## config.mk

```make
export PLATFORM = sky130hd
export DESIGN_NAME = lot_gate_controller
export DESIGN_NICKNAME = d
export VERILOG_FILES = /design/src/rtl/lot_gate_controller.sv
export SDC_FILE = /design/constraint.sdc
export NUM_CORES = 1
export LEC_CHECK = 0
export CORE_ASPECT_RATIO = 0.7
export CORE_UTILIZATION = 50
export DETAILED_ROUTE_END_ITERATION = 12
export GPL_ROUTABILITY_DRIVEN = 0
export PLACE_DENSITY = 0.78
export SLEW_MARGIN = 5
export SYNTH_ARGS = -nofsm -noshare
export SYNTH_HDL_FRONTEND = slang
export SYNTH_SLANG_ARGS = --single-unit
```

## constraint.sdc

```tcl
create_clock -name clk -period 2.4 [get_ports clk]
set_input_delay 0.48 -clock clk [delete_from_list [all_inputs] [get_ports clk]]
set_output_delay 0.48 -clock clk [all_outputs]
set_load 0.005 [all_outputs]
```

## src/rtl/lot_gate_controller.sv

```systemverilog
// lot_gate_controller
//   Parking-lot occupancy controller. Two photo-beams at the gate (a = outer,
//   b = inner, 1 = blocked) are synchronised and decoded by a direction FSM
//   into entry/exit events. These update a saturating car count that feeds
//   the display decoder.
// Ports
//   clk       in   system clock, all state on posedge
//   reset_n   in   asynchronous active-low reset
//   a, b      in   raw beam sensors (asynchronous)
//   count     out  occupancy 0..CAPACITY (registered)
//   full      out  count == CAPACITY (registered)
//   empty     out  count == 0 (registered)
//   enter_p   out  one-cycle pulse per accepted entry
//   exit_p    out  one-cycle pulse per accepted exit
//   reject_p  out  one-cycle pulse: entry while full or exit while empty
module lot_gate_controller #(
  parameter int unsigned CAPACITY = 16,
  parameter int unsigned CW       = 5
) (
  input  logic          clk,
  input  logic          reset_n,
  input  logic          a,
  input  logic          b,
  output logic [CW-1:0] count,
  output logic          full,
  output logic          empty,
  output logic          enter_p,
  output logic          exit_p,
  output logic          reject_p
);

  localparam logic [CW-1:0] Cap = CW'(CAPACITY);
  localparam logic [CW-1:0] One = CW'(1);

  localparam logic [2:0] StIdle = 3'd0;
  localparam logic [2:0] StEn1  = 3'd1;
  localparam logic [2:0] StEn2  = 3'd2;
  localparam logic [2:0] StEn3  = 3'd3;
  localparam logic [2:0] StEx1  = 3'd4;
  localparam logic [2:0] StEx2  = 3'd5;
  localparam logic [2:0] StEx3  = 3'd6;

  logic          a_meta_q, a_sync_q, b_meta_q, b_sync_q;
  logic [2:0]    state_q, state_d;
  logic [CW-1:0] count_q, count_d;
  logic          full_q, full_d, empty_q, empty_d;
  logic          enter_q, enter_d, exit_q, exit_d, reject_q, reject_d;
  logic          entry_ev, exit_ev;
  logic [1:0]    ab;

  // Two-flop synchronisers; the FSM only ever sees the synchronised pair.
  always_ff @(posedge clk or negedge reset_n) begin
    if (!reset_n) begin
      a_meta_q <= 1'b0;
      a_sync_q <= 1'b0;
      b_meta_q <= 1'b0;
      b_sync_q <= 1'b0;
    end else begin
      a_meta_q <= a;
      a_sync_q <= a_meta_q;
      b_meta_q <= b;
      b_sync_q <= b_meta_q;
    end
  end

  assign ab = {a_sync_q, b_sync_q};

  // Direction decoder: a car entering blocks a, then both, then b only, then
  // clears. Exiting is the mirror order. Unlisted codes hold the state, so
  // IDLE ignores 11 until the beams clear.
  always_comb begin
    state_d  = state_q;
    entry_ev = 1'b0;
    exit_ev  = 1'b0;
    case (state_q)
      StIdle: begin
        if (ab == 2'b10)      state_d = StEn1;
        else if (ab == 2'b01) state_d = StEx1;
      end
      StEn1: begin
        if (ab == 2'b11)      state_d = StEn2;
        else if (ab == 2'b00) state_d = StIdle;
      end
      StEn2: begin
        if (ab == 2'b01)      state_d = StEn3;
        else if (ab == 2'b10) state_d = StEn1;
      end
      StEn3: begin
        if (ab == 2'b00) begin
          state_d  = StIdle;
          entry_ev = 1'b1;
        end else if (ab == 2'b11) begin
          state_d  = StEn2;
        end
      end
      StEx1: begin
        if (ab == 2'b11)      state_d = StEx2;
        else if (ab == 2'b00) state_d = StIdle;
      end
      StEx2: begin
        if (ab == 2'b10)      state_d = StEx3;
        else if (ab == 2'b01) state_d = StEx1;
      end
      StEx3: begin
        if (ab == 2'b00) begin
          state_d = StIdle;
          exit_ev = 1'b1;
        end else if (ab == 2'b11) begin
          state_d = StEx2;
        end
      end
      default: state_d = StIdle;
    endcase
  end

  // Saturating counter; flags come from the next count so they move with it.
  always_comb begin
    count_d  = count_q;
    enter_d  = 1'b0;
    exit_d   = 1'b0;
    reject_d = 1'b0;
    if (entry_ev) begin
      if (count_q < Cap) begin
        count_d = count_q + One;
        enter_d = 1'b1;
      end else begin
        reject_d = 1'b1;
      end
    end else if (exit_ev) begin
      if (count_q != '0) begin
        count_d = count_q - One;
        exit_d  = 1'b1;
      end else begin
        reject_d = 1'b1;
      end
    end
    full_d  = (count_d == Cap);
    empty_d = (count_d == '0);
  end

  always_ff @(posedge clk or negedge reset_n) begin
    if (!reset_n) begin
      state_q  <= StIdle;
      count_q  <= '0;
      full_q   <= 1'b0;
      empty_q  <= 1'b1;
      enter_q  <= 1'b0;
      exit_q   <= 1'b0;
      reject_q <= 1'b0;
    end else begin
      state_q  <= state_d;
      count_q  <= count_d;
      full_q   <= full_d;
      empty_q  <= empty_d;
      enter_q  <= enter_d;
      exit_q   <= exit_d;
      reject_q <= reject_d;
    end
  end

  assign count    = count_q;
  assign full     = full_q;
  assign empty    = empty_q;
  assign enter_p  = enter_q;
  assign exit_p   = exit_q;
  assign reject_p = reject_q;

endmodule

```

Yosys cells after proc, flatten, opt, wreduce, memory -nomap -nowiden

Cells that the tools add are included.

Input port bits: 4
Logic and storage cells: 61
Output and inout bits: 10
Register bits after elaboration: 17

Reductions and logical operators: 5
Multiplexer cells: 29
$lt $le $gt $ge: 1
Add/subtract/negate cells: 2
Equality and inequality tests: 13

Operators by type and width:

| kind                                               | count |
|---|---|
| two-way mux 3 bit                                  | 12 |
| case mux 3 bit (7 select lines)                    | 1 |
| two-way mux 5 bit                                  | 4 |
| two-way mux 1 bit                                  | 12 |
| == test 3 bit (second input constant)              | 3 |
| != test 3 bit (second input constant)              | 3 |
| == test 3 x 2 -> 1 bit (second input constant)     | 2 |
| adder 5 x 1 -> 5 bit (second input constant)       | 1 |
| == test 5 bit (second input constant)              | 1 |
| zero test 5 bit                                    | 1 |
| less-than comparator 5 bit (second input constant) | 1 |
| nonzero test 5 bit                                 | 1 |
| subtractor 5 x 1 -> 5 bit (second input constant)  | 1 |
| == test 2 bit (second input constant)              | 2 |
| == test 3 x 1 -> 1 bit (second input constant)     | 1 |
| zero test 3 bit                                    | 1 |
| AND reduction 3 bit                                | 1 |
| == test 2 x 1 -> 1 bit (second input constant)     | 1 |
| zero test 2 bit                                    | 1 |

Logic depth before layout (Yosys ltp)

Gate-level depths: netlist (run 1).

Depth in word-level cells: 6
Mapped depth: 8
Depth with buffers taken out: 7

Worst setup path before layout (run 1)

OpenSTA, ideal clock, no wires.

Kind: reg-to-reg
Start: register count_q[0], in the netlist count[0]
End: register full_q, in the netlist full
Data arrival time: 1,846 ps
Stages on the path, launching flop included: 9
Path slack: 481 ps
Library setup time: 73 ps
Path buffers: 1
Clock period less this slack: 1,919 ps
Data required time: 2,327 ps
Path through: dfrtp_1 inv_1 ha_1 or4b_4 and2_4 buf_6 o22ai_1 nand4b_1 nor2b_1

Cells in the longest elaborated chain, start to end: 5

RTL lines:

| element                                                                | line     | text |
|---|---|---|
| from (decl)                                                            | 45       | `logic [CW-1:0] count_q, count_d;` |
| from (signal assigned)                                                 | 152      | `count_q <= count_d;` |
| subtractor 5 x 1 -> 5 bit / nonzero test 5 bit (equally long branches) | 131, 130 |  |
| two-way mux 5 bit                                                      | 130      | `if (count_q != '0) begin` |
| two-way mux 5 bit                                                      | 129      | `end else if (exit_ev) begin` |
| two-way mux 5 bit *                                                    | 122      | `if (entry_ev) begin` |
| == test 5 bit *                                                        | 137      | `full_d = (count_d == Cap);` |
| via full_d                                                             | 46       | `logic full_q, full_d, empty_q, empty_d;` |
| to (signal assigned)                                                   | 153      | `full_q <= full_d;` |
| to (decl)                                                              | 46       |  |

Mark *: on every way through the listed nets, which the timed path passes. The rest lies on a longest branch.
A chain may end at the register's enable or synchronous reset.

Worst setup path after layout (run 1)

Start: register count_q[1], in the netlist count[1]
End: register full_q, in the netlist full

Same word-level chain as after synthesis.

==> reports/qor.yml, run 1 <==
timing:
  fin_crit_sh_pct: 87.4
  tightest_slew_ps: 736
  rsz0062_at_grt: "no"
  final.min_clock_period_ps: 2100
  clock_skew_ps: 6.16
  tns_ps: 0
  setup-violations-final: 0
  relSlewSlack_pct: 50.8
  maxSlewViolCount: 0
  max_freq_ghz: 0.477
  hold_viol: 0
critical_path:
  cp_max_fo: 6
  cp-end-kind: "flip-flop"
  critPathLaunchType: "flip-flop"
  crit_arrival_ps: 2340
  cp.required_ps: 2650
  path_class: "reg2reg"
global_routing:
  grt_max_degree: 18
  grt_pass1_wl_um: 3260
  antenna_found_initial: 0
  grt_usage_pct: 24.4
  first_global_vias: 687
  overflow: 0
drt:
  routedWlPerCell_um: 16.1
  first_pass_iters: 4
  drt-vias-per-instance: 6.19
  totalWireLength_um: 2060
  drc: 0
  drt_iter0_drc: 30
  postRouteAntennaNets: 0
  routed-via-count: 792
finish:
  syn_to_final_growth_pct: 15.7
  layout_common_cells: "dfrtp_1, clkdlybuf4s50_1, nor2_1"
  antenna_cells: 0
  instances_no_fill: 128
  nets: 118
  drive_gt1_share_pct: 9.35
  final_common_cell: "dfrtp_1"
clock_tree:
  clkSinkCount: 17
  cts-resized-gates: 0
  cts_made_buffers: 3
  clk_latency_ps: 310
  post_cts_buffers: 0
  cts_root_buffer: "clkbuf_4"
  clkTransAtPathRegs_ps: 110
  cts_buffer_depth: 2
  cts-htree-levels: 1
  hold_buffers: 0
  cts_tree: "built"
synth:
  synthFlopType: "dfrtp_1"
  yosysTopAreaCellShare_pct: 41.2
  synth_area_leaders: "dfrtp_1, ha_1, nand4b_1"
  synth_edf_count: 0
  yosys.area.top_type: "dfrtp_1"
  synth.avg_cell_area_um2: 10.2
  synth_top_family_by_area: "simple AND/OR/NAND/NOR gates"
  netlist_instances: 95
  muxShareOfSynthArea_pct: 3.48
  syn_nets: 105
  synth-xor-area-share_pct: 1.80
  synthAdderAreaFrac_pct: 7.73
  synth_compound_area_share_pct: 16.2
  synthSimpleGateAreaFrac_pct: 21.4
  synth-seq-area-share_pct: 43.9
  ys_warn_count: 0
  syn_area_um2: 971
  synthArstFlopShare_pct: 100
  synth_cell_types: 36
  ys_ff_latch: 17
floorplanning:
  die-area_um2: 2130
  placementRows: 12
  die_h_um: 38.9
  die_x_um: 54.7
  ios: 14
  start_util_pct: 57.2
  core-area_um2: 1700
power_and_ir_drop:
  clkPwrFrac_pct: 16.7
  pwr-share-seq_pct: 46.8
  p_int_uw: 610
  p_leak_nw: 0.461
  swShare_pct: 39.5
  combPwrFrac_pct: 36.5
  power_density_nw_per_um2: 896
  ir_drop_uv: 596
  switchingPower_uw: 397
placed_design:
  port-buffer-count: 13
  dp_hpwl_um: 1410
  place_inst: 124
run_status:
  outcome: "finished clean"
flow_run:
  drv_cap: 0
worst_hold_path:
  min_path_type: "reg2reg"
-- power by group through the flow --
stage / registers [mW] / logic, mW / clock network [mW]
after floorplan: 0.405 / 0.293 / 0
after global placement: 0.460 / 0.353 / 0
after detailed placement: 0.474 / 0.357 / 0
after CTS: 0.466 / 0.366 / 0.171
after global routing: 0.480 / 0.405 / 0.189
final: 0.471 / 0.368 / 0.168
-- worst max-delay path, cell delays in order (launching register included) --
cell and delay, ps:
dfrtp_1 470, inv_1 150, ha_1 230, or4b_4 510, and2_4 180, a31oi_2 160, nand4b_1 190, nor2b_1 140
-- worst paths after layout --
kind / from / endpoint / slack (ps) / cells after the start
max: count[1]$_DFF_PN0_ / full$_DFF_PN0_ / 300 / 7
min: b_meta_q$_DFF_PN0_ / b_sync_q$_DFF_PN0_ / 360 / 0
max reg2reg: count[1]$_DFF_PN0_ / full$_DFF_PN0_ / 300 / 7
min reg2reg: b_meta_q$_DFF_PN0_ / b_sync_q$_DFF_PN0_ / 360 / 0
max in group asynchronous: reset_n / a_sync_q$_DFF_PN0_ / 1340 / 1
min in group asynchronous: reset_n / state_q[1]$_DFFE_PN0P_ / 590 / 1
-- logic make-up after synthesis --
kind of cell               count (synthesis)
AOI/OAI and AO/OA                         24
xor gates and xnor gates                   2
adders and majority gates                  6
buffers and inverters                     10
DFF                                       17
muxes                                      2
and+or+nand+nor                           34
-- synth_stat cells, types with 2 or more instances --
cell	number
a21oi_1	6
a31oi_1	2
and4b_1	2
buf_6	2
clkbuf_1	2
dfrtp_1	16
ha_1	6
inv_1	5
nand2_1	5
nand3_1	3
nand3b_1	2
nand4b_1	4
nor2_1	8
nor2b_1	3
o211ai_1	3
o21ai_1	4
o22ai_1	2
xnor2_1	2
-- layout make-up --
cell class                 count  area [um^2]
sequential                    17          427
inverter                       5         18.8
clock buffer                   3         22.5
tap                           21         26.3
clock inverter                 1         7.51
multi-input combinational     68          492
timing repair buffer          13          130
fill                         136          573
-- sequential cells by signal, summed over array words and instances (netlist names) --
name	flops
count	5
state_q	3
a_meta_q	1
a_sync_q	1
b_meta_q	1
b_sync_q	1
empty	1
enter_p	1
exit_p	1
full	1
reject_p	1
-- through the flow --
stage                     setup WS [ps]  hold WS [ps]  utilization [%]  area (um^2)  power (mW)
after floorplan                     481           184                -          971       0.698
after global placement              451           334             64.5         1090       0.813
after detailed placement            381           340             64.5         1090       0.831
after CTS                           349           365             66.2         1120        1.00
after global routing                186           370             66.2         1120        1.07
final                               303           360             66.2         1120        1.01
-- layer usage --
layer,up-vias,track usage (%),wire (um)
li1,375,-,-
met1,373,32.9,914
met2,39,31.3,908
met3,5,10.2,194
met4,0,15.4,42
met5,-,0,0
No activity file was read; power rests on OpenSTA's default activity.
==> run 2, diff against run 1 <==
--- a/config.mk
+++ b/config.mk
@@ -5,11 +5,12 @@
 export SDC_FILE = /design/constraint.sdc
 export NUM_CORES = 1
 export LEC_CHECK = 0
-export CORE_ASPECT_RATIO = 0.7
+export CORE_MARGIN = 8
 export CORE_UTILIZATION = 50
 export DETAILED_ROUTE_END_ITERATION = 12
+export DONT_BUFFER_PORTS = 1
 export GPL_ROUTABILITY_DRIVEN = 0
-export PLACE_DENSITY = 0.78
+export PLACE_DENSITY = 0.69
 export SLEW_MARGIN = 5
 export SYNTH_ARGS = -nofsm -noshare
 export SYNTH_HDL_FRONTEND = slang
==> run 2 against run 1 <==
Compared with the run above:
- global-route usage down 13 points
- clock power down 9%
- clock skew about the same
- highest routed layer unchanged
==> reports/qor.yml, run 2 (synthesis results as in run 1) <==
drt:
  first_pass_iters: 4
  drt_iter0_drc: 17
  postRouteAntennaNets: 0
  totalWireLength_um: 1900
  drc: 0
  routedWlPerCell_um: 15.4
  drt-vias-per-instance: 5.81
  routed-via-count: 715
floorplanning:
  ios: 14
  placementRows: 16
  die-area_um2: 3610
  die_h_um: 60.1
  start_util_pct: 51.1
  die_x_um: 60.1
  core-area_um2: 1900
clock_tree:
  cts_root_buffer: "clkbuf_4"
  post_cts_buffers: 0
  cts_made_buffers: 3
  cts-htree-levels: 1
  clk_latency_ps: 300
  clkSinkCount: 17
  cts_tree: "built"
  cts_buffer_depth: 2
  clkTransAtPathRegs_ps: 100
power_and_ir_drop:
  p_leak_nw: 0.422
  power_density_nw_per_um2: 899
  ir_drop_uv: 609
placed_design:
  dp_hpwl_um: 1360
  port-buffer-count: 0
  pre_cts_ws_ps: 398
timing:
  setup-violations-final: 0
  maxSlewViolCount: 0
  relSlewSlack_pct: 53.2
  max_freq_ghz: 0.486
  hold_viol: 0
  tns_ps: 0
  final.min_clock_period_ps: 2060
  holdWs_ps: 200
  fin_crit_sh_pct: 85.8
  clock_skew_ps: 5.99
  tightest_slew_ps: 699
  rsz0062_at_grt: "no"
  worst_slack_ps: 341
worst_hold_path:
  min_path_type: "in2reg"
critical_path:
  cp_max_fo: 7
  cp.required_ps: 2640
  path_class: "reg2reg"
  critPathBufInv: 1
  cp_top_family: "simple AND/OR/NAND/NOR gates"
  cp-end-kind: "flip-flop"
  crit_arrival_ps: 2290
  critPathSlowestCell: "or4b_4"
  slowest_delay_ps: 500
  r2r_slack_ps: 340
  crit_path_cell_trace: "inv_1 -> ha_1 -> or4b_4 -> and2_4 -> o22ai_1 -> nand4b_1 -> nor2b_1"
  critPathLaunchType: "flip-flop"
finish:
  layout_common_cells: "dfrtp_1, nor2_1, a21oi_1, ha_1"
  nets: 107
  final_common_cell: "dfrtp_1"
  syn_to_final_growth_pct: 5.15
  drive_gt1_share_pct: 10.4
  fillers: 180
  register_area_um2: 427
  largest_register_ff_count: 5
  antenna_cells: 0
  multiInputGateArea_um2: 492
global_routing:
  grt_usage_pct: 11.8
  grt_max_degree: 17
  grt_pass1_wl_um: 3110
  first_global_vias: 657
  antenna_found_initial: 0
  overflow: 0
flow_run:
  drv_cap: 0
run_status:
  outcome: "finished clean"
## run 2: cell types whose count changed in the layout (fill, tap and decap cells not counted)
cell             change
clkdlybuf4s50_1     -13
dlygate4sd3_1        +2
## run 2: path summary, 6_finish.rpt
path / from / end / cells after the start
max: count[0]$_DFF_PN0_ / full$_DFF_PN0_ / 7
min: b / b_meta_q$_DFF_PN0_ / 0
max reg2reg: count[0]$_DFF_PN0_ / full$_DFF_PN0_ / 7
min reg2reg: b_meta_q$_DFF_PN0_ / b_sync_q$_DFF_PN0_ / 0
max in group asynchronous: reset_n / count[3]$_DFF_PN0_ / 1
min in group asynchronous: reset_n / empty$_DFF_PN1_ / 1
## run 2: metal layers
metal	track usage [%]	routed length (um)
met1	13.8	819
met2	18.0	904
met3	6.02	149
met5	0	0
met4	4.08	26
## run 2: power by group
| group | internal, mW | total (mW) | switching (mW) |
|---|---|---|---|
| Sequential | 0.346 | 0.469 | 0.122 |
| Clock | 0.0636 | 0.153 | 0.0898 |
| Combinational | 0.148 | 0.296 | 0.148 |
| Total | 0.558 | 0.918 | 0.360 |
## run 2: area by class of cell
| class | count | area share [%] |
|---|---|---|
| Multi-Input combinational cell | 68 | 48.2 |
| Sequential cell | 17 | 41.8 |
| Tap cell | 27 | 3.31 |
| Clock buffer | 3 | 2.21 |
| Timing Repair Buffer | 2 | 1.96 |
| Inverter | 5 | 1.84 |
| Clock inverter | 1 | 0.735 |
## run 2: through the flow
stage               power [mW]  instance area [um^2]  utilization [%]  instances
floorplan                0.698                   971                -         95
global placement         0.747                   971             51.1        117
detailed placement       0.758                   971             51.1        117
CTS                      0.918                  1010             53.2        122
global route             0.991                  1020             53.7        123
finish                   0.918                  1020             53.7        123
## run 2: repair_timing
action | CTS | global route
endpoints found under the hold margin | 16 | 1
hold buffers | 1 | 1
setup endpoints to repair | 0 | 0
resized for setup | 0 | 0
==> run 3, diff against run 2 <==
--- a/config.mk
+++ b/config.mk
@@ -6,11 +6,11 @@
 export NUM_CORES = 1
 export LEC_CHECK = 0
 export CORE_MARGIN = 8
-export CORE_UTILIZATION = 50
+export CORE_UTILIZATION = 60
 export DETAILED_ROUTE_END_ITERATION = 12
 export DONT_BUFFER_PORTS = 1
 export GPL_ROUTABILITY_DRIVEN = 0
-export PLACE_DENSITY = 0.69
+export PLACE_DENSITY = 0.8
 export SLEW_MARGIN = 5
 export SYNTH_ARGS = -nofsm -noshare
 export SYNTH_HDL_FRONTEND = slang
==> run 3 against run 2 <==
Compared with the run above:
- setup slack got worse by 2.6 ps
- combinational power barely moved
- clock skew barely moved
- sequential power barely moved
- worst hold slack got worse by 180 ps
- sequential share of layout area rose by 0.78 points
==> reports/qor.yml, run 3 (synthesis results as in run 1) <==
run_status:
  outcome: "finished clean"
critical_path:
  cp-end-kind: "flip-flop"
  cp_max_fo: 7
  critPathLaunchType: "flip-flop"
  path_class: "reg2reg"
  worstReg2RegStart: "count[0]$_DFF_PN0_"
  r2r_cells: 7
  cp.required_ps: 2630
  crit_arrival_ps: 2290
  cp-startpoint: "count[0]$_DFF_PN0_"
timing:
  final.min_clock_period_ps: 2060
  setup-violations-final: 0
  tns_ps: 0
  max_freq_ghz: 0.485
  tightest_slew_ps: 708
  rsz0062_at_grt: "no"
  clock_skew_ps: 6.00
  maxSlewViolCount: 0
  holdWs_ps: 18.6
  fin_crit_sh_pct: 85.9
  relSlewSlack_pct: 52.7
  hold_viol: 0
placed_design:
  dp_hpwl_um: 1370
  port-buffer-count: 0
  place_area_um2: 965
finish:
  post-route-util_pct: 66.5
  fillers: 111
  fin_area_um2: 1000
  multiInputGateArea_um2: 492
  layout_common_cells: "dfrtp_1, nor2_1, a21oi_1, ha_1"
  register_area_um2: 427
  antenna_cells: 0
  final_common_cell: "dfrtp_1"
  drive_gt1_share_pct: 11.5
  largest_register_ff_count: 5
  nets: 107
  syn_to_final_growth_pct: 3.22
power_and_ir_drop:
  p_leak_nw: 0.427
  ir_drop_uv: 739
  power_density_nw_per_um2: 914
floorplanning:
  die-area_um2: 3160
  die_x_um: 56.2
  ios: 14
  die_h_um: 56.2
  placementRows: 14
  start_util_pct: 64.5
  core-area_um2: 1510
worst_hold_path:
  min_path_type: "in2async"
drt:
  drt-vias-per-instance: 6.62
  drt_iter0_drc: 29
  postRouteAntennaNets: 0
  first_pass_iters: 5
  totalWireLength_um: 1900
  drc: 0
  routed-via-count: 741
  routedWlPerCell_um: 16.9
global_routing:
  overflow: 0
  grt_max_degree: 17
  first_global_vias: 689
  grt_usage_pct: 11.9
  grt_pass1_wl_um: 3070
  antenna_found_initial: 0
clock_tree:
  clkSinkCount: 17
  cts-htree-levels: 1
  clk_latency_ps: 290
  cts_buffer_depth: 2
  cts_tree: "built"
  cts_root_buffer: "clkbuf_4"
  clkTransAtPathRegs_ps: 100
  cts-resized-gates: 0
  cts_made_buffers: 3
flow_run:
  drv_cap: 0
run 3: changes by cell type in the layout (fill, tap and decap cells not counted), sizes merged:
cell | before | now
clkinv | 0 | 1
buf | 0 | 1
dlygate4sd3 | 2 | 1
clkinvlp | 1 | 0
run 3: cell type report:
class	count	share of cell area [%]
Sequential cell	17	42.6
Multi-Input combinational cell	68	49.1
Inverter	5	1.87
Clock buffer	3	2.25
Tap cell	16	2.00
Clock inverter	1	0.499
Timing Repair Buffer	2	1.75
run 3: report_power, final:
part	total [mW]	internal [mW]	leakage (nW)	switching [mW]
registers	0.472	0.346	0.213	0.125
logic	0.293	0.147	0.196	0.146
clock network	0.152	0.0618	0.0177	0.0900
total	0.916	0.555	0.427	0.361
run 3: what timing repair did:
| action | CTS | global route |
|---|---|---|
| buffers inserted | 0 | 0 |
| hold endpoints to repair | 16 | 0 |
| hold buffers | 1 | 0 |
run 3: metrics by stage:
stage          power [mW]  worst slack, ps  cells
2_1_floorplan       0.698              481     95
4_1_cts             0.913              349    112
3_5_place_dp        0.758              374    107
3_3_place_gp        0.744              440    107
6_report            0.916              338    112
5_1_grt             0.974              224    112
run 3: path summary, 6_finish.rpt:
path                                       to  slack [ps]
min reg2reg                b_sync_q$_DFF_PN0_         360
max reg2reg                    full$_DFF_PN0_         340
min in group clk           b_meta_q$_DFF_PN0_         220
min                           empty$_DFF_PN1_          20
max in group asynchronous  b_sync_q$_DFF_PN0_        1280
max                            full$_DFF_PN0_         340
run 3: metal layers:
metal / share of wire, % / GRT usage, % / vias up
met3: 12 / 5.71 / 4
met5: 0 / 0 / -
met2: 43 / 16.8 / 40
met4: 1.8 / 5.84 / 0
met1: 43 / 14.7 / 346
li1: - / - / 351
run 3: worst max-delay path, cell delays in order, from the launching register on:
cell,delay (ps)
dfrtp_1,490
inv_1,140
ha_1,220
or4b_4,500
and2_4,180
o22ai_1,180
nand4b_1,150
nor2b_1,130
